===== config.mk =====
export PLATFORM = sky130hd
export DESIGN_NAME = pitch_ol_energy
export DESIGN_NICKNAME = d
export VERILOG_FILES = /design/src/rtl/pitch_ol_energy.sv
export SDC_FILE = /design/constraint.sdc
export NUM_CORES = 1
export LEC_CHECK = 0
export CORE_ASPECT_RATIO = 2
export CORE_UTILIZATION = 65
export CTS_CLUSTER_SIZE = 8
export DETAILED_ROUTE_END_ITERATION = 7
export DONT_BUFFER_PORTS = 1
export PLACE_DENSITY = 0.8
export REMOVE_ABC_BUFFERS = 1
export SYNTH_ARGS = -nofsm -noshare
export SYNTH_HDL_FRONTEND = slang
export SYNTH_SLANG_ARGS = --single-unit
export TNS_END_PERCENT = 10

===== constraint.sdc =====
create_clock -name clk -period 3.6 [get_ports clk]
set_input_delay 0.18 -clock clk [delete_from_list [all_inputs] [get_ports clk]]
set_output_delay 0.18 -clock clk [all_outputs]
set_load 0.005 [all_outputs]

===== src/rtl/pitch_ol_energy.sv =====
// Open-loop pitch energy: out = 1 + sum(L_mult(x,x)) over strided scratch samples, saturating (G.729 L_mac).
// Latency: done rises N+2 cycles after start is accepted; start ignored while busy.
module pitch_ol_energy #(
    parameter int FRAME_LEN = 80,
    parameter int STEP      = 2,
    parameter int ADDR_W    = 12
) (
    input  logic              clk,
    input  logic              reset,
    input  logic              start,
    input  logic [ADDR_W-1:0] baseAddr,
    output logic [ADDR_W-1:0] scratchMemAddr,
    input  logic [31:0]       scratchMemIn,
    output logic              done,
    output logic [31:0]       out
);
    localparam int NTERMS = (FRAME_LEN + STEP - 1) / STEP;
    localparam int CNT_W  = $clog2(NTERMS + 1);
    localparam logic [CNT_W-1:0] LAST = CNT_W'(NTERMS);

    typedef enum logic [1:0] {IDLE, READ, DRAIN, DONE} state_t;

    state_t             state, stateNext;
    logic [CNT_W-1:0]   termCnt;
    logic [ADDR_W-1:0]  nextAddr;
    logic               rdVld;
    logic [31:0]        acc;
    logic               accept;

    logic signed [15:0] sample;
    logic signed [31:0] square;
    logic [31:0]        term;
    logic [32:0]        sum;
    logic [31:0]        accSum;
    logic               unusedBits;

    assign accept = start && (state == IDLE || state == DONE);

    // L_mult(x,x) then L_add; both operands are non-negative so only positive saturation exists.
    assign sample     = scratchMemIn[15:0];
    assign square     = 32'(sample) * 32'(sample);
    assign term       = (sample == -16'sd32768) ? 32'h7FFF_FFFF : {square[30:0], 1'b0};
    assign sum        = {1'b0, acc} + {1'b0, term};
    assign accSum     = (sum[32] || sum[31]) ? 32'h7FFF_FFFF : sum[31:0];
    assign unusedBits = &{1'b0, scratchMemIn[31:16], square[31]};

    always_ff @(posedge clk or posedge reset) begin
        if (reset) begin
            state <= IDLE;
        end else begin
            state <= stateNext;
        end
    end

    always_comb begin
        stateNext = state;
        case (state)
            IDLE, DONE: if (start) stateNext = READ;
            READ:       if (termCnt == LAST) stateNext = DRAIN;
            DRAIN:      stateNext = DONE;
            default:    stateNext = IDLE;
        endcase
    end

    always_ff @(posedge clk or posedge reset) begin
        if (reset) begin
            scratchMemAddr <= '0;
            nextAddr       <= '0;
            termCnt        <= '0;
            rdVld          <= 1'b0;
            acc            <= '0;
            done           <= 1'b0;
            out            <= '0;
        end else if (accept) begin
            nextAddr <= baseAddr;
            termCnt  <= '0;
            rdVld    <= 1'b0;
            acc      <= 32'h0000_0001;
            done     <= 1'b0;
        end else begin
            rdVld <= 1'b0;
            if (state == READ && termCnt != LAST) begin
                scratchMemAddr <= nextAddr;
                nextAddr       <= nextAddr + ADDR_W'(STEP);
                termCnt        <= termCnt + 1'b1;
                rdVld          <= 1'b1;
            end
            // Read data is consumed on the edge after its address was presented.
            if (rdVld) begin
                acc <= accSum;
            end
            if (state == DRAIN) begin
                done <= 1'b1;
                out  <= acc;
            end
        end
    end
endmodule


==> run metrics <==
outcome finished, violations left; violated checks setup timing; H-tree depth 3; Detailed Route WL around 46 mm; port bufs 0; register area share after synthesis ~17%; FP Rows 77; Filler cells 1186; Max-cap violations 0; worst slack at placement -5.00 ns; Die Y between 200 and 250 µm; CTS sink count between 90 and 100; initial antenna violation count 0; die area about 23000 µm²; DPL Wire Length just over 30 mm; CP top delay family adder cells; Synth cell types 76; clock buffer depth 2; final setup vio count 31; DRC errors left 0; critical setup path kind primary input to flop; largest net degree at the start of global routing 61; Critical Path Source Type primary input; CTS tree built; gpl congestion around 0.95; CP Capture Type flop; required time worst endpoint approximately 4 ns; Hold WC Path Type primary input to flop; remaining global-route overflow 0; synthesized area roughly 15000 µm²; Avg WL per Cell approximately 22 µm; first-pass GRT wire length about 70 mm; yosys warns 0; f_max about 130 MHz; Final #Nets 2231; vias in the first global route roughly 14000; Cell Count, Final, Fillers Out 2107; main area contributors after synthesis fa_1 (31%), dfrtp_1 (17%), ha_1 (11%); antenna viol nets, final 0; Pins Over Slew Limit 0; Tmin final ~7.9 ns; area grow syn2layout 23.0%; DR vias about 13000; CP Buf/Inv Count 9; CP max stage cell fa_1; Synth Instances 1551; core region area between 20000 and 25000 µm²; Synth Register Bits 98; CP peak stage delay ~0.56 ns; initial cell density of the core between 60% and 70%; CTS buffer count 9; Worst Skew 0.00895 ns; layout cell share with drive strength beyond 1 26.3%; period utilisation layout 221%; GRT Util Overall ~40%; Placed Cells 2051; Worst-Skew Late Latency approximately 0.36 ns; drt pass-1 iters 7; Post-synth EDFFs 0; Yosys top cell by area fa_1; worst rel slew slack 37.7%; Die Width between 100 and 150 µm; drt via density roughly 6.1; crit-path max FO 14; starting DRC count in detailed routing approximately 1000; Slew @ Worst Pin 0.935 ns; syn avg cell area approximately 9.5 µm²; Hold Vio Cnt, Final 0; Final WS setup -4.34 ns; asr flop ratio synth 100%; top-area cell type share of the netlist area 30.9%; CTS Root Buffer Type clkbuf_16; Main synth FF type dfrtp_1; Inserted Diodes 0; RSZ-0062 raised after global routing true; Clock Pin Slew Worst Setup and Hold Paths 0.07 ns; Boundary Pins 92; critical path arrival 8.23 ns
## final cells by class
cell class | instances | area [µm²] | area share (%)
repair buffers | 317 | 2490 | 13.8
clock buffers | 10 | 239 | 1.32
multi-input cells | 1068 | 11200 | 62.1
inverters | 332 | 1260 | 7.00
clock inverters | 6 | 48.8 | 0.270
well taps | 276 | 345 | 1.91
flip-flops and latches | 98 | 2450 | 13.6
## worst reg2reg max path, stage by stage, from the launching register on
cell	delay, ns
dfrtp_1	0.41
ha_1	0.23
fa_1	0.41
a211o_1	0.31
o211ai_1	0.21
a21boi_2	0.18
o21ai_1	0.34
a2111oi_4	0.12
buf_4	0.18
o21ai_0	0.23
or3b_2	0.49
xor2_1	0.16
o221a_1	0.20
## metrics by stage
step | setup TNS, ns | hold slack, ns | util [%] | cell area, µm²
final | -132.64 | 0.0662 | 81.6 | 18100
after CTS | -122.16 | 0.0724 | 80.4 | 17800
after global routing | -141.14 | 0.103 | 81.6 | 18100
after floorplan | -129.54 | 0.285 | - | 14400
after detailed placement | -153.93 | 0.220 | 76.3 | 16900
after global placement | -147.78 | 0.209 | 76.3 | 16900
## cells in the final DEF (no fill, tap or decap), types with 23 or more instances in the layout
| cell type | n |
|---|---|
| a21o_1 | 23 |
| nand2_1 | 145 |
| buf_4 | 295 |
| a21oi_1 | 53 |
| mux2_2 | 43 |
| xnor2_1 | 51 |
| inv_1 | 319 |
| fa_1 | 222 |
| and2_1 | 31 |
| dfrtp_1 | 98 |
| ha_1 | 121 |
| nor2_1 | 72 |
| o21ai_0 | 37 |
| xor2_1 | 31 |
## flip-flops by register name (all words and copies together), names as in the netlist
name and flops:
acc 32, out 32, nextAddr 12, scratchMemAddr 12, termCnt 6, state 2
done 1, rdVld 1
## cells in the mapped netlist (7+ instances only)
| cell type | n |
|---|---|
| a21oi_1 | 57 |
| xnor2_1 | 51 |
| nand2b_1 | 11 |
| and3_1 | 7 |
| and2_1 | 35 |
| nor2_1 | 78 |
| fa_1 | 227 |
| o21a_1 | 11 |
| nand4_1 | 12 |
| o21ai_0 | 44 |
| inv_1 | 331 |
| dfrtp_1 | 98 |
| nand3_1 | 9 |
| a31oi_1 | 8 |
| nand2_1 | 148 |
| a211oi_1 | 8 |
| o221a_2 | 25 |
| mux2_2 | 43 |
| clkbuf_1 | 40 |
| a31o_2 | 8 |
| a21o_1 | 23 |
| nor3_1 | 13 |
| xor2_1 | 31 |
| ha_1 | 131 |
## final timing paths
path / startpoint / endpoint / slack [ns] / depth (start not counted)
setup / recovery: scratchMemIn[7] / acc[12] / -4.34 / 34
hold / removal: start / state[0] / 0.07 / 2
setup reg to reg: acc[0] / acc[30] / 0.04 / 12
hold reg to reg: nextAddr[0] / nextAddr[0] / 0.50 / 2
max in group asynchronous: reset / state[0] / 2.30 / 3
min in group asynchronous: reset / out[10] / 0.43 / 2
## what timing repair did
| item | CTS | global route |
|---|---|---|
| setup endpoints to repair | 31 | 31 |
| cloned | 1 | 1 |
| hold buffers | 14 | 0 |
| pin swaps | 17 | 18 |
| endpoints found under the hold margin | 71 | 0 |
| buffers inserted | 16 | 9 |
| resized for setup | 66 | 39 |
## routing by layer
layer	track usage, %	wire length, µm
met1	39.3	14300
met2	69.9	23700
met3	10.4	3710
met4	28.7	4340
met5	0	0
## cell families after synthesis
kind of cell               after synthesis  synth area share, %
AOI/OAI and AO/OA                      244                 12.1
xor gates and xnor gates                82                 4.89
adders and majority gates              358                 42.1
buffers and inverters                  385                 10.2
DFF                                     98                 16.7
muxes                                   45                 3.52
and+or+nand+nor                        339                 10.5
Power is not shown: default switching activity piles up to over one toggle a cycle in this logic, so the estimate is an artifact.
